`src/rtl/axi_write_arbiter_rr.sv`:
```
// AXI write-path arbiter: picks one of NUM_MASTERS AW requesters (round-robin or
// fixed priority), decodes its address to a slave (or the default decode-error
// slave) and holds that master/slave route through the AW, W and B phases.
module axi_write_arbiter_rr #(
    parameter int NUM_MASTERS = 3,
    parameter int NUM_SLAVES  = 8,
    parameter int ADDR_WIDTH  = 32,
    parameter int RR_MODE     = 1,
    parameter logic [NUM_SLAVES*ADDR_WIDTH-1:0] SLAVE_BASE = {
        32'h0003_0000, 32'h0010_0000, 32'h2000_0000, 32'h1001_0000,
        32'h1000_0000, 32'h0002_0000, 32'h0001_0000, 32'h0000_0000},
    parameter logic [NUM_SLAVES*ADDR_WIDTH-1:0] SLAVE_MASK = {
        32'hFFFF_0000, 32'hFFFF_0000, 32'hFF00_0000, 32'hFFFF_0000,
        32'hFFFF_0000, 32'hFFFF_0000, 32'hFFFF_0000, 32'hFFFF_0000}
) (
    input  logic                              ACLK,
    input  logic                              ARESETn,
    input  logic [NUM_MASTERS-1:0]            AWVALID_M,
    input  logic [NUM_MASTERS*ADDR_WIDTH-1:0] AWADDR_M,
    input  logic [NUM_MASTERS-1:0]            WVALID_M,
    input  logic [NUM_MASTERS-1:0]            WLAST_M,
    input  logic [NUM_MASTERS-1:0]            BREADY_M,
    input  logic [NUM_SLAVES:0]               AWREADY_S,
    input  logic [NUM_SLAVES:0]               WREADY_S,
    input  logic [NUM_SLAVES:0]               BVALID_S,
    output logic [NUM_MASTERS-1:0]            grant_m,
    output logic [NUM_SLAVES:0]               grant_s,
    output logic                              aw_en,
    output logic                              w_en,
    output logic                              b_en,
    output logic                              busy
);

    localparam int MIDX_W = (NUM_MASTERS > 1) ? $clog2(NUM_MASTERS) : 1;
    localparam int SIDX_W = $clog2(NUM_SLAVES + 1);
    localparam int NSP    = NUM_SLAVES + 1;

    typedef enum logic [1:0] {ST_IDLE, ST_ADDR, ST_RESP} state_t;

    state_t            state, state_nxt;
    logic [MIDX_W-1:0] gidx, gidx_nxt;
    logic [MIDX_W-1:0] rr_ptr, rr_ptr_nxt;
    logic [SIDX_W-1:0] sidx, sidx_nxt;
    logic              aw_done, aw_done_nxt;
    logic              w_done, w_done_nxt;
    logic              aw_hs, w_hs, b_hs;

    // First requester at or after ptr, searching upward with wrap. With ptr
    // pinned at 0 this is plain lowest-index priority.
    function automatic logic [MIDX_W-1:0] pick_master(
        input logic [NUM_MASTERS-1:0] req,
        input logic [MIDX_W-1:0]      ptr
    );
        logic [MIDX_W-1:0] win;
        logic              found;
        int                idx;
        win   = '0;
        found = 1'b0;
        for (int k = 0; k < NUM_MASTERS; k++) begin
            idx = (int'(ptr) + k) % NUM_MASTERS;
            if (!found && req[idx]) begin
                win   = MIDX_W'(idx);
                found = 1'b1;
            end
        end
        return win;
    endfunction

    // Address of master idx, selected with constant slices only.
    function automatic logic [ADDR_WIDTH-1:0] master_addr(
        input logic [NUM_MASTERS*ADDR_WIDTH-1:0] addrs,
        input logic [MIDX_W-1:0]                 idx
    );
        logic [ADDR_WIDTH-1:0] a;
        a = '0;
        for (int i = 0; i < NUM_MASTERS; i++) begin
            if (MIDX_W'(i) == idx) a = addrs[i*ADDR_WIDTH +: ADDR_WIDTH];
        end
        return a;
    endfunction

    // Lowest matching slave wins; no match routes to the default slave.
    function automatic logic [SIDX_W-1:0] decode_slave(
        input logic [ADDR_WIDTH-1:0] addr
    );
        logic [SIDX_W-1:0] slv;
        slv = SIDX_W'(NUM_SLAVES);
        for (int j = NUM_SLAVES - 1; j >= 0; j--) begin
            if ((addr & SLAVE_MASK[j*ADDR_WIDTH +: ADDR_WIDTH]) ==
                SLAVE_BASE[j*ADDR_WIDTH +: ADDR_WIDTH])
                slv = SIDX_W'(j);
        end
        return slv;
    endfunction

    // Next-state, route selection, phase-completion flags and pointer update.
    always_comb begin
        state_nxt   = state;
        gidx_nxt    = gidx;
        sidx_nxt    = sidx;
        rr_ptr_nxt  = rr_ptr;
        aw_done_nxt = aw_done;
        w_done_nxt  = w_done;
        aw_hs       = AWVALID_M[gidx] & AWREADY_S[sidx];
        w_hs        = WVALID_M[gidx] & WLAST_M[gidx] & WREADY_S[sidx];
        b_hs        = BVALID_S[sidx] & BREADY_M[gidx];
        case (state)
            ST_IDLE: begin
                if (|AWVALID_M) begin
                    gidx_nxt  = pick_master(AWVALID_M, rr_ptr);
                    sidx_nxt  = decode_slave(master_addr(AWADDR_M, gidx_nxt));
                    state_nxt = ST_ADDR;
                end
            end
            ST_ADDR: begin
                // AW and last W beat may complete in either order or together.
                if ((aw_done | aw_hs) && (w_done | w_hs)) begin
                    state_nxt   = ST_RESP;
                    aw_done_nxt = 1'b0;
                    w_done_nxt  = 1'b0;
                end else begin
                    aw_done_nxt = aw_done | aw_hs;
                    w_done_nxt  = w_done | w_hs;
                end
            end
            ST_RESP: begin
                if (b_hs) begin
                    state_nxt = ST_IDLE;
                    if (RR_MODE != 0)
                        rr_ptr_nxt = (gidx == MIDX_W'(NUM_MASTERS - 1)) ? '0 : gidx + 1'b1;
                end
            end
            default: state_nxt = ST_IDLE;
        endcase
    end

    // State, route and flags; select vectors and enables registered alongside.
    always_ff @(posedge ACLK or negedge ARESETn) begin
        if (!ARESETn) begin
            state   <= ST_IDLE;
            gidx    <= '0;
            sidx    <= '0;
            rr_ptr  <= '0;
            aw_done <= 1'b0;
            w_done  <= 1'b0;
            grant_m <= '0;
            grant_s <= '0;
            aw_en   <= 1'b0;
            w_en    <= 1'b0;
            b_en    <= 1'b0;
            busy    <= 1'b0;
        end else begin
            state   <= state_nxt;
            gidx    <= gidx_nxt;
            sidx    <= sidx_nxt;
            rr_ptr  <= rr_ptr_nxt;
            aw_done <= aw_done_nxt;
            w_done  <= w_done_nxt;
            grant_m <= (state_nxt != ST_IDLE) ? (NUM_MASTERS'(1) << gidx_nxt) : '0;
            grant_s <= (state_nxt != ST_IDLE) ? (NSP'(1) << sidx_nxt) : '0;
            aw_en   <= (state_nxt == ST_ADDR);
            w_en    <= (state_nxt == ST_ADDR);
            b_en    <= (state_nxt == ST_RESP);
            busy    <= (state_nxt != ST_IDLE);
        end
    end

endmodule

```
`config.mk`:
```
export PLATFORM = sky130hd
export DESIGN_NAME = axi_write_arbiter_rr
export DESIGN_NICKNAME = d
export VERILOG_FILES = /design/src/rtl/axi_write_arbiter_rr.sv
export SDC_FILE = /design/constraint.sdc
export NUM_CORES = 1
export LEC_CHECK = 0
export CAP_MARGIN = 20
export CORE_ASPECT_RATIO = 0.9
export CORE_MARGIN = 2
export CORE_UTILIZATION = 35
export DETAILED_ROUTE_END_ITERATION = 7
export GPL_TIMING_DRIVEN = 0
export PLACE_DENSITY = 0.81
export SYNTH_ARGS = -nofsm -noshare
export SYNTH_HDL_FRONTEND = slang
export SYNTH_SLANG_ARGS = --single-unit
```
`constraint.sdc`:
```
create_clock -name ACLK -period 4.55 [get_ports ACLK]
set_input_delay 0.455 -clock ACLK [delete_from_list [all_inputs] [get_ports ACLK]]
set_output_delay 0.455 -clock ACLK [all_outputs]
set_load 0.02 [all_outputs]
```
==> reports/metrics.sh, run 1 <==
CTS-ROOT-TO-SINK-BUFFERS=2
R2R_CELLS=12
SYNTHARSTFLOPSHARE=1.00
WORST_R2R_ENDPOINT='grant_s[7]'
POST_LAYOUT_POWER_uW=1800
SWSHARE=0.472
ROW_COUNT=26
WORST_EP_ARRIVAL_TIME_NS=4.07
WORST_SLEW_PIN_SLEW_NS=0.989
DRV_SLEW=0
SEQUENTIAL_CELL_FRACTION_OF_TOTAL_POWER=0.200
ROUTE.ANTENNA.REMAINING_NETS=0
RELSLEWSLACK=0.335
RESIZE_COUNT_POST_CTS=0
YOSYS_REGISTER_BITS=27
CRITPATHBUFINV=2
GRT_START_MAX_NET_PINS=20
POSTSYNTHCELLCOUNT=233
FINAL_NET_COUNT=484
DETAIL_ROUTE.ITER0.VIOLATIONS=139
WL_PER_CELL_UM=14.6
DOMINANTREGCELLSYNTH='sky130_fd_sc_hd__dfrtp_1'
POST-CTS-SETUP-BUFFERS=0
CLOCK_TREE_FROM_TRITONCTS='yes'
WORST_PATH_MOST_REPEATED_CELL='sky130_fd_sc_hd__inv_1'
GR-USAGE-ALL-LAYERS=0.179
COMB_POWER_SHARE=0.728
GRT_PASS1_WL_UM=9850
FLOORPLAN.DIE.HEIGHT_UM=78.0
CRIT_TYPE='flop to flop'
TOTAL_LEAKAGE_POWER_uW=0.00131
FIN_CRIT_NS=3.89
GRT_SETUP_UNREPAIRED='no'
CTS_ROOT_BUFFER='sky130_fd_sc_hd__clkbuf_8'
CTS.HTREE.LEVELS=1
ROUTE.DETAILED.DRC=0
TIMING.CLOCK.SKEW_NS=0.00286
FP.DIEAREA_MM2=0.00672
INITIAL_UTILIZATION=0.369
POWER_REPORT.INTERNAL_TOTAL_uW=952
SYNTH.NET_COUNT=374
TIMING_HOLD_VIOLATIONS_FINAL=0
DRTPASS1ITERATIONS=4
BOUNDARYPINS=153
PLACEABLECOREAREA_MM2=0.00576
LAUNCHING_INSTANCE_OR_PORT_OF_THE_CRITICAL_PATH='rr_ptr[0]'
SYN_AREA_PER_CELL_UM2=9.13
YOSYS_WARNINGS=0
POWER.DENSITY_CELL_AREA_mW_PER_MM2=542
DR_TOTAL_VIAS=2265
POST-DP-HPWL_UM=4990
SEQ_AREA_FRAC_SYNTH=0.318
GP_CONGESTION=0.886
POWER.IR.VDD_WORST_V=0.000174
DETAIL_ROUTE.VIAS_PER_CELL=5.50
STATUS='finished clean'
CLKSINKCOUNT=27
WORSTPATHREQUIRED_NS=4.73
PWR-SHARE-CLK=0.072
INSERTION_DELAY_NS=0.26
NUM_ANTENNA_CELLS=0
SYNTH_EDF_COUNT=0
FINAL_LAYOUT_SIZE_SUFFIX_GT1_FRAC=0.0936
CRIT_SLOWEST_CELL='sky130_fd_sc_hd__a221oi_1'
MOST-COMMON-LAYOUT-CELLS='sky130_fd_sc_hd__clkdlybuf4s50_1 (104), sky130_fd_sc_hd__nand2_1 (29), sky130_fd_sc_hd__dfrtp_1 (27)'
FMAXACHIEVABLE_GHz=0.257
NETLIST_AREA_MM2=0.00213
NUMBER_OF_BUFFERS_INSERTED_DURING_CLOCK_TREE_SYNTHESIS=3
HOLDPATHSTAGES=2
MOST_FREQUENT_STANDARD_CELL_IN_THE_LAYOUT_EXCLUDING_FILL_AND_TAP_CELLS='sky130_fd_sc_hd__clkdlybuf4s50_1'
SYN2LAYOUT_AREA_GROWTH_PCT=56.5
PATH_CELLS='inv_1 > ha_1 > inv_1 > o32ai_1 > nor2b_4 > nor4_1 > a221oi_1 > nand3_1 > a2111oi_2 > a211oi_1 > o32a_1 > nor3_1'
DRV_CAP=0
HOLD_PATH.CLASS='flop to flop'
GRT_OVERFLOW=0
TOTAL_WIRELENGTH_OF_THE_DETAILED_ROUTED_DESIGN_UM=6010
CRIT_PATH_MAX_FANOUT=7
POST_SYNTH_NUM_CELL_TYPES=63
CLK_PIN_SLEW_WORST_PATHS_NS=0.09
FIN_CRIT_SH=0.856
PATH_DEPTH=12
GRT_PASS1_VIAS=2266
TIMING.CRITICAL_PATH.SLOWEST_CELL_DELAY_NS=0.65
CRITICAL_PATH.STARTPOINT_TYPE='flop'
DIE_WIDTH_UM=86.2
SETUP_VIOLATIONS=0
CP_TOP_FAMILY='compound AO/OA/AOI/OAI gates'
P_SWITCHING_uW=852
DESTINATION_OF_THE_CRITICAL_TIMING_PATH='grant_s[7]'
HOLD_SLACK_FINAL_NS=0.483
PORT_BUFFERS=104
R2R-START='rr_ptr[0]'
CTS.HOLD.BUFFERS_ADDED=0
GRT_ANTENNA_BEFORE_REPAIR=0
TIMING.REG2REG.SETUP_SLACK_NS=0.66
FINALSETUPTNS_NS=0
SETUP.WORST_PATH.END_CLASS='flop'
## worst min path at each step
stage	startpoint	slack (ns)	endpoint
after floorplan	ARESETn	0.16	aw_done
after global placement	w_done	0.46	w_done
after detailed placement	w_done	0.46	w_done
after CTS	w_done	0.48	w_done
after global routing	w_done	0.51	w_done
final	w_done	0.48	w_done
## final cells by class
cell class | count | area, um^2
Fill cell | 489 | 2430
Multi-Input combinational cell | 187 | 1370
Timing Repair Buffer | 105 | 1070
Sequential cell | 27 | 676
Tap cell | 70 | 87.6
Buffer | 9 | 45.0
Clock buffer | 3 | 41.3
Inverter | 10 | 37.5
Clock inverter | 1 | 5.00
## cell usage after synthesis (all sizes together) (4+ instances only)
library cell | instances | area (um^2)
o21bai | 4 | 30.0
o21ai | 18 | 93.8
mux4 | 6 | 135
o311a | 5 | 61.3
mux2i | 7 | 73.8
ha | 4 | 50.1
nor4 | 7 | 43.8
a21oi | 6 | 33.8
dfrtp | 27 | 676
nand2b | 7 | 43.8
or2 | 4 | 27.5
inv | 10 | 37.5
a2111oi | 5 | 68.8
or3 | 5 | 36.3
nor3 | 14 | 81.3
clkbuf | 6 | 22.5
nor2 | 18 | 67.6
nand2 | 29 | 109
## sequential cells by signal, summed over array words and instances (netlist names)
signal   count
b_en         1
state        2
aw_done      1
gidx         2
grant_m      3
rr_ptr       2
busy         1
w_done       1
w_en         1
grant_s      9
sidx         4
## stage by stage
stage | cells | utilization | worst slack [ns] | area, um^2
final | 412 | 0.578 | 0.656 | 3330
after global placement | 407 | 0.565 | 0.595 | 3260
after floorplan | 233 | - | 1.18 | 2130
after detailed placement | 408 | 0.570 | 0.557 | 3280
after CTS | 412 | 0.578 | 0.692 | 3330
after global routing | 412 | 0.578 | 0.234 | 3330
## tightest hold or removal path, delay by kind of cell (launching register included)
family	cells	cell delay, ns
flip-flops	1	0.36
AND/OR/NAND/NOR	2	0.10
## cells by family after synthesis
| kind of cell | after synthesis | synth area share |
|---|---|---|
| flip-flops | 27 | 0.318 |
| AO/OA/AOI/OAI | 65 | 0.254 |
| buffers and inverters | 19 | 0.0388 |
| adder cells (fa/ha/maj) | 5 | 0.0282 |
| AND/OR/NAND/NOR | 104 | 0.263 |
| multiplexers | 13 | 0.0982 |
## routing by layer
metal / track usage / vias up / wire length (um)
li1: - / 1101 / -
met4: 0.0375 / 0 / 85
met2: 0.336 / 99 / 3040
met3: 0.0372 / 8 / 455
met1: 0.207 / 1057 / 2430
met5: 0 / - / 0
## power by group through the flow
stage / clock network (uW) / logic [uW] / registers [uW]
2_1_floorplan: 0 / 906 / 398
5_1_grt: 144 / 1440 / 373
4_1_cts: 132 / 1300 / 362
3_3_place_gp: 0 / 1270 / 363
3_5_place_dp: 0 / 1300 / 366
6_report: 130 / 1310 / 361
(Power assumes the default switching activity.)
==> run 2, diff against run 1 <==
--- a/config.mk
+++ b/config.mk
@@ -12,6 +12,7 @@
 export DETAILED_ROUTE_END_ITERATION = 7
 export GPL_TIMING_DRIVEN = 0
 export PLACE_DENSITY = 0.81
+export SETUP_SLACK_MARGIN = 0.4
 export SYNTH_ARGS = -nofsm -noshare
 export SYNTH_HDL_FRONTEND = slang
 export SYNTH_SLANG_ARGS = --single-unit
==> run 2 against run 1 <==
  * Power rose by 1.2%
  * Critical endpoint is now grant_s[8]
  * Design area rose by 0.90%
  * Flip-flop and latch count did not move
  * Clock power barely moved
  * Core utilization rose by 0.52 points
  * Global-route usage did not move
  * Non-clock buffer count rose by 2
  * Worst setup slack improved by 0.044 ns
  * Final cell count rose by 0.49%
  * Worst hold slack barely moved
==> reports/metrics.sh, run 2 (synthesized netlist as in run 1, its figures left out) <==
TIMING_HOLD_VIOLATIONS_FINAL=0  # unchanged
FOOTPRINT_OF_THE_MULTI_INPUT_GATES_MM2=0.00138  # +1.1%
WORST_HOLD_PATH_STARTPOINT='w_done'
DETAIL_ROUTE.ITER0.VIOLATIONS=92  # -34%
FIN_CRIT_NS=3.85  # -0.0435 ns
CRIT_TYPE='flop to flop'
FLOORPLAN.DIE.HEIGHT_UM=78.0  # unchanged
RELSLEWSLACK=0.349  # +0.0135
GRT_PASS1_VIAS=2266  # unchanged
GRT_START_MAX_NET_PINS=20  # unchanged
CLKSINKCOUNT=27  # unchanged
POST-DP-HPWL_UM=4990  # unchanged
M1WIRELENGTH_UM=2460  # +1.2%
TIMING.REG2REG.SETUP_SLACK_NS=0.70  # +0.04 ns
DR_TOTAL_VIAS=2255  # -0.44%
R2R_CELLS=13  # +1
FMAXACHIEVABLE_GHz=0.260  # +1.1%
GRT_PASS1_WL_UM=9850  # unchanged
GRT_ANTENNA_BEFORE_REPAIR=0  # unchanged
HOLD_SLACK_FINAL_NS=0.482  # -0.0000750 ns
LARGEST_REGISTER_FF_COUNT=9  # unchanged
WORSTPATHREQUIRED_NS=4.72  # about the same
FINAL_NET_COUNT=486  # +0.41%
WORST_SLEW_PIN_SLEW_NS=0.969  # -0.0201 ns
MOST-COMMON-LAYOUT-CELLS='sky130_fd_sc_hd__clkdlybuf4s50_1 (104), sky130_fd_sc_hd__nand2_1 (29), sky130_fd_sc_hd__dfrtp_1 (27)'
CTS.HTREE.LEVELS=1  # unchanged
DIE_WIDTH_UM=86.2  # unchanged
PORT_BUFFERS=104  # unchanged
WORST_R2R_ENDPOINT='grant_s[8]'
MOST_FREQUENT_STANDARD_CELL_IN_THE_LAYOUT_EXCLUDING_FILL_AND_TAP_CELLS='sky130_fd_sc_hd__clkdlybuf4s50_1'
POWER_REPORT.INTERNAL_TOTAL_uW=964  # +1.3%
DETAILROUTE.WIRELENGTH.MET3_UM=405  # -11%
DRTPASS1ITERATIONS=4  # unchanged
SEQUENTIAL_CELL_FRACTION_OF_TOTAL_POWER=0.198  # -0.002
BOUNDARYPINS=153  # unchanged
DRV_CAP=0  # unchanged
INITIAL_UTILIZATION=0.369  # unchanged
CTS.HOLD.BUFFERS_ADDED=0  # unchanged
FP.DIEAREA_MM2=0.00672  # unchanged
WORSTHOLDENDPOINT='w_done'
TOTAL_LEAKAGE_POWER_uW=0.00132  # +1.1%
TIMING.CLOCK.SKEW_NS=0.00136  # -0.00150 ns
GP_CONGESTION=0.886  # unchanged
SYN2LAYOUT_AREA_GROWTH_PCT=57.9
R2R-START='rr_ptr[0]'
POST_LAYOUT_POWER_uW=1830  # +1.2%
FIN_CRIT_SH=0.846  # -0.00956
ROUTE.DETAILED.DRC=0  # unchanged
ROUTE.ANTENNA.REMAINING_NETS=0  # unchanged
WL_PER_CELL_UM=14.4  # -0.90%
SETUP_VIOLATIONS=0  # unchanged
MAX_FLOP_REGISTER='grant_s'
SEQUENTIAL_CELL_AREA_UM2=676  # unchanged
FINAL_LAYOUT_SIZE_SUFFIX_GT1_FRAC=0.105  # +0.0111
HOLD_PATH.CLASS='flop to flop'
INSERTION_DELAY_NS=0.26  # about the same
CLOCK_TREE_FROM_TRITONCTS='yes'
GRT_SETUP_UNREPAIRED='no'
HOLDPATHSTAGES=2  # unchanged
ROW_COUNT=26  # unchanged
SETUP.WORST_PATH.END_CLASS='flop'
POWER.DENSITY_CELL_AREA_mW_PER_MM2=544  # +0.31%
NUMBER_OF_BUFFERS_INSERTED_DURING_CLOCK_TREE_SYNTHESIS=3  # unchanged
FINAL_CRITICAL_PATH_SETUP_SLACK_NS=0.700  # +0.0435 ns
WL_MET2_UM=3030  # -0.13%
LAYOUT.FILLER_CELLS=486  # -0.61%
GRT_OVERFLOW=0  # unchanged
GR-USAGE-ALL-LAYERS=0.179  # unchanged
DPL_WORST_SLACK_NS=0.557  # unchanged
PLACEABLECOREAREA_MM2=0.00576  # unchanged
SWSHARE=0.472  # about the same
COMB_POWER_SHARE=0.731  # +0.003
FINALSETUPTNS_NS=0  # unchanged
POWER.IR.VDD_WORST_V=0.000177  # +1.9%
CTS_ROOT_BUFFER='sky130_fd_sc_hd__clkbuf_8'
P_SWITCHING_uW=862  # +1.1%
DETAIL_ROUTE.VIAS_PER_CELL=5.45  # -0.92%
NUM_ANTENNA_CELLS=0  # unchanged
CTS-ROOT-TO-SINK-BUFFERS=2  # unchanged
CLK_PIN_SLEW_WORST_PATHS_NS=0.09  # about the same
CRIT_PATH_MAX_FANOUT=10  # +3
LARGESTREGISTERS='grant_s (9), sidx (4), grant_m (3)'
DRV_SLEW=0  # unchanged
STATUS='finished clean'
WORST_EP_ARRIVAL_TIME_NS=4.02  # -0.05 ns
CRITICAL_PATH.STARTPOINT_TYPE='flop'
TOPROUTINGLAYERUSED='met4'
PWR-SHARE-CLK=0.072  # about the same
TOTAL_WIRELENGTH_OF_THE_DETAILED_ROUTED_DESIGN_UM=5980  # -0.42%
## run 2: layout make-up
cell class              count  area share
repair buffers            107       0.323
multi-input cells         187       0.412
clock inverters             1     0.00149
inverters                  10      0.0112
well taps                  70      0.0261
plain buffers               9      0.0134
flip-flops and latches     27       0.201
clock buffers               3      0.0123
## run 2: how the worst max path moves through the flow
stage                 startpoint    endpoint  depth (start not counted)
global route           rr_ptr[0]  grant_s[6]                         12
CTS                    rr_ptr[0]  grant_s[7]                         12
finish                 rr_ptr[0]  grant_s[8]                         13
detailed placement  AWVALID_M[1]  grant_s[7]                         11
floorplan              rr_ptr[1]  grant_s[4]                         12
global placement    AWVALID_M[1]  grant_s[6]                         12
## run 2: what timing repair did
item / in CTS / in global routing
gates resized for setup: 0 / 3
buffers inserted: 0 / 2
hold endpoints to repair: 0 / 0
setup endpoints to repair: 0 / 5
## run 2: stage by stage
stage,instance area [um^2],std cells,utilization
2_1_floorplan,2130,233,-
3_3_place_gp,3260,407,0.565
6_report,3360,414,0.583
3_5_place_dp,3280,408,0.570
4_1_cts,3330,412,0.578
5_1_grt,3360,414,0.583
## run 2: critical path: stages (launching register included)
cell and delay (ns):
sky130_fd_sc_hd__dfrtp_1 0.41, sky130_fd_sc_hd__inv_1 0.08, sky130_fd_sc_hd__ha_1 0.43, sky130_fd_sc_hd__and3b_1 0.25
sky130_fd_sc_hd__nand3_1 0.17, sky130_fd_sc_hd__a21oi_2 0.44, sky130_fd_sc_hd__clkbuf_1 0.43, sky130_fd_sc_hd__o21ai_0 0.17
sky130_fd_sc_hd__o311a_1 0.17, sky130_fd_sc_hd__o211ai_2 0.15, sky130_fd_sc_hd__nor3_1 0.10, sky130_fd_sc_hd__o31a_1 0.33
sky130_fd_sc_hd__or3_4 0.40, sky130_fd_sc_hd__a211oi_1 0.23
## run 2: layer usage
layer | up-vias | global-route usage
met4 | 0 | 0.0375
met5 | - | 0
met3 | 8 | 0.0372
met1 | 1058 | 0.207
li1 | 1107 | -
met2 | 82 | 0.336
## run 2: power groups by stage
stage | Sequential, uW | Combinational [uW] | Clock (uW)
after floorplan | 398 | 906 | 0
after CTS | 362 | 1300 | 132
after detailed placement | 366 | 1300 | 0
after global placement | 363 | 1270 | 0
final | 361 | 1330 | 131
after global routing | 373 | 1460 | 144
==> run 3, diff against run 2 <==
==> constraint.sdc (replaced) <==
create_clock -name ACLK -period 3.71 [get_ports ACLK]
set_input_delay 0.371 -clock ACLK [delete_from_list [all_inputs] [get_ports ACLK]]
set_output_delay 0.371 -clock ACLK [all_outputs]
set_load 0.02 [all_outputs]
==> run 3 against run 2 <==
  * Non-clock buffer count rose by 30
  * Routed wire length grew 33%
  * Via count increased by 11%
  * Sequential share of layout area shrank 3.4 points
  * Count of clock-buffer cells in the layout stayed put
  * Combinational power up 100%
  * Largest cell class unchanged
  * Highest routed layer unchanged
==> reports/metrics.sh, run 3 (synthesized netlist as in run 1, its figures left out) <==
POWER_REPORT.INTERNAL_TOTAL_uW=1770  # +84%
FMAXACHIEVABLE_GHz=0.277  # +6.5%
DETAIL_ROUTE.ITER0.VIOLATIONS=141  # +53%
CTS.HTREE.LEVELS=1  # unchanged
CRITPATHBUFINV=3  # +1
FP.DIEAREA_MM2=0.00672  # unchanged
PATH_CELLS='inv_2 > ha_2 > and3b_1 > o32ai_4 > nor2b_4 > or2_4 > a221oi_4 > buf_4 > buf_4 > nand2b_1 > nor4_4 > a211oi_2 > o32a_1 > nor3_2'
WORSTPATHREQUIRED_NS=3.90  # -0.82 ns
DR_TOTAL_VIAS=2513  # +11%
INITIAL_UTILIZATION=0.369  # unchanged
SETUP_VIOLATIONS=0  # unchanged
DRV_CAP=0  # unchanged
WORST_EP_ARRIVAL_TIME_NS=3.81  # -0.21 ns
GRT_PASS1_VIAS=2648  # +17%
CRIT_SLOWEST_CELL='sky130_fd_sc_hd__dfrtp_2'
TIMING_HOLD_VIOLATIONS_FINAL=0  # unchanged
POWER.DENSITY_CELL_AREA_mW_PER_MM2=820  # +51%
GRT_PASS1_WL_UM=12100  # +22%
MAX_FLOP_REGISTER='grant_s'
COMB_POWER_SHARE=0.815  # +0.084
CTS_ROOT_BUFFER='sky130_fd_sc_hd__clkbuf_8'
CLOCK_TREE_FROM_TRITONCTS='yes'
FINAL_NET_COUNT=516  # +6.2%
GRT_ANTENNA_BEFORE_REPAIR=0  # unchanged
FIN_CRIT_NS=3.62  # -0.234 ns
CP_TOP_FAMILY='simple AND/OR/NAND/NOR gates'
ROUTE.DETAILED.DRC=0  # unchanged
LARGEST_REGISTER_FF_COUNT=9  # unchanged
DIE_WIDTH_UM=86.2  # unchanged
DRTPASS1ITERATIONS=4  # unchanged
CTS-ROOT-TO-SINK-BUFFERS=2  # unchanged
RELSLEWSLACK=0.600  # +0.252
FIN_CELLS=444  # +7.2%
ROUTE.ANTENNA.REMAINING_NETS=0  # unchanged
POWER.IR.VDD_WORST_V=0.000312  # +76%
TIMING.CLOCK.SKEW_NS=0.00280  # +0.00144 ns
CRIT_PATH_MAX_FANOUT=5  # -5
DETAIL_ROUTE.VIAS_PER_CELL=5.66  # +3.9%
WL_PER_CELL_UM=18.0  # +24%
PWR-SHARE-CLK=0.049  # -0.023
CRIT_TYPE='flop to flop'
NUMBER_OF_BUFFERS_INSERTED_DURING_CLOCK_TREE_SYNTHESIS=3  # unchanged
NUM_ANTENNA_CELLS=0  # unchanged
CRITICAL_PATH.STARTPOINT_TYPE='flop'
GRT_OVERFLOW=0  # unchanged
TOTAL_WIRELENGTH_OF_THE_DETAILED_ROUTED_DESIGN_UM=7980  # +33%
PORT_BUFFERS=104  # unchanged
SEQUENTIAL_CELL_FRACTION_OF_TOTAL_POWER=0.136  # -0.062
SYN2LAYOUT_AREA_GROWTH_PCT=90.7
GLOBAL_ROUTE.USAGE.MET2=0.406  # +0.0705
WORST_SLEW_PIN_SLEW_NS=0.599  # -0.370 ns
SWSHARE=0.467  # -0.00464
GRT_USE_MET3=0.0436  # +0.00638
ROW_COUNT=26  # unchanged
POST-DP-HPWL_UM=4940  # -0.90%
MOST_FREQUENT_STANDARD_CELL_IN_THE_LAYOUT_EXCLUDING_FILL_AND_TAP_CELLS='sky130_fd_sc_hd__clkdlybuf4s50_1'
FLOORPLAN.DIE.HEIGHT_UM=78.0  # unchanged
TOTAL_LEAKAGE_POWER_uW=0.00156  # +18%
DRV_SLEW=0  # unchanged
CLK_PIN_SLEW_WORST_PATHS_NS=0.09  # about the same
BOUNDARYPINS=153  # unchanged
LARGESTREGISTERS='grant_s (9), sidx (4), grant_m (3)'
GRT_START_MAX_NET_PINS=20  # unchanged
INSERTION_DELAY_NS=0.27  # about the same
FIN_CRIT_SH=0.975  # +0.129
TIMING.CRITICAL_PATH.SLOWEST_CELL_DELAY_NS=0.46  # +0.02 ns
GR-USAGE-MET1=0.266  # +0.0584
PLACEDCELLCOUNT=408  # unchanged
STATUS='finished clean'
HOLD_SLACK_FINAL_NS=0.471  # -0.0111 ns
MOST-COMMON-LAYOUT-CELLS='sky130_fd_sc_hd__clkdlybuf4s50_1 (104), sky130_fd_sc_hd__buf_4 (30), sky130_fd_sc_hd__nand2_1 (28)'
SETUP.WORST_PATH.END_CLASS='flop'
HOLD_PATH.CLASS='input pin to asynchronous set/reset pin'
FINAL_LAYOUT_SIZE_SUFFIX_GT1_FRAC=0.305  # +0.200
GR-USAGE-ALL-LAYERS=0.224  # +0.0453
GRT_SETUP_UNREPAIRED='yes'
P_SWITCHING_uW=1550  # +80%
WORST_PATH_MOST_REPEATED_CELL='sky130_fd_sc_hd__buf_4'
CTS.HOLD.BUFFERS_ADDED=0  # unchanged
CLKSINKCOUNT=27  # unchanged
GRT_BUSIEST_LAYER='met2'
GP_CONGESTION=0.895  # +0.91%
PLACEABLECOREAREA_MM2=0.00576  # unchanged
run 3: layout make-up:
type	count	area, um^2
repair buffers	137	1340
inverters	10	37.5
clock buffers	3	41.3
clock inverters	1	5.00
fillers	379	1700
flip-flops and latches	27	678
plain buffers	9	52.6
well taps	70	87.6
multi-input cells	187	1820
run 3: through the flow:
step / worst slack, ns / util / setup TNS (ns) / power (uW) / cell area [um^2]
final: 0.0939 / 0.704 / 0 / 3320 / 4060
after global routing: -0.0425 / 0.704 / -0.0840 / 3500 / 4060
after CTS: 0.260 / 0.669 / 0 / 2920 / 3850
after detailed placement: -0.184 / 0.577 / -0.719 / 2090 / 3320
after global placement: -0.0973 / 0.572 / -0.388 / 2040 / 3290
after floorplan: 0.405 / - / 0 / 1640 / 2170
run 3: metal layers:
layer / up-vias / share of wire / wire length (um)
met5: - / 0 / 0
li1: 1166 / - / -
met2: 118 / 0.52 / 4150
met4: 0 / 0.026 / 206
met3: 21 / 0.067 / 531
met1: 1208 / 0.39 / 3100
run 3: worst paths after layout:
check / startpoint / endpoint / slack (ns) / depth (start not counted)
setup / recovery: rr_ptr[1] / grant_s[7] / 0.09 / 14
hold / removal: ARESETn / state[0] / 0.47 / 1
setup reg to reg: rr_ptr[1] / grant_s[7] / 0.09 / 14
hold reg to reg: w_done / w_done / 0.49 / 2
max in group asynchronous: ARESETn / rr_ptr[0] / 2.74 / 2
min in group ACLK: w_done / w_done / 0.49 / 2
run 3: repair_timing:
item / 4_1_cts / 5_1_grt
pin swaps: 29 / 10
endpoints found under the setup margin: 12 / 12
cloned: 1 / 0
buffers inserted: 19 / 11
gates resized for setup: 52 / 25
run 3: power by group through the flow:
| stage | combinational, uW | sequential, uW | clock [uW] |
|---|---|---|---|
| global route | 2860 | 465 | 176 |
| global placement | 1590 | 448 | 0 |
| detailed placement | 1640 | 450 | 0 |
| floorplan | 1150 | 491 | 0 |
| finish | 2710 | 452 | 162 |
| CTS | 2300 | 451 | 163 |
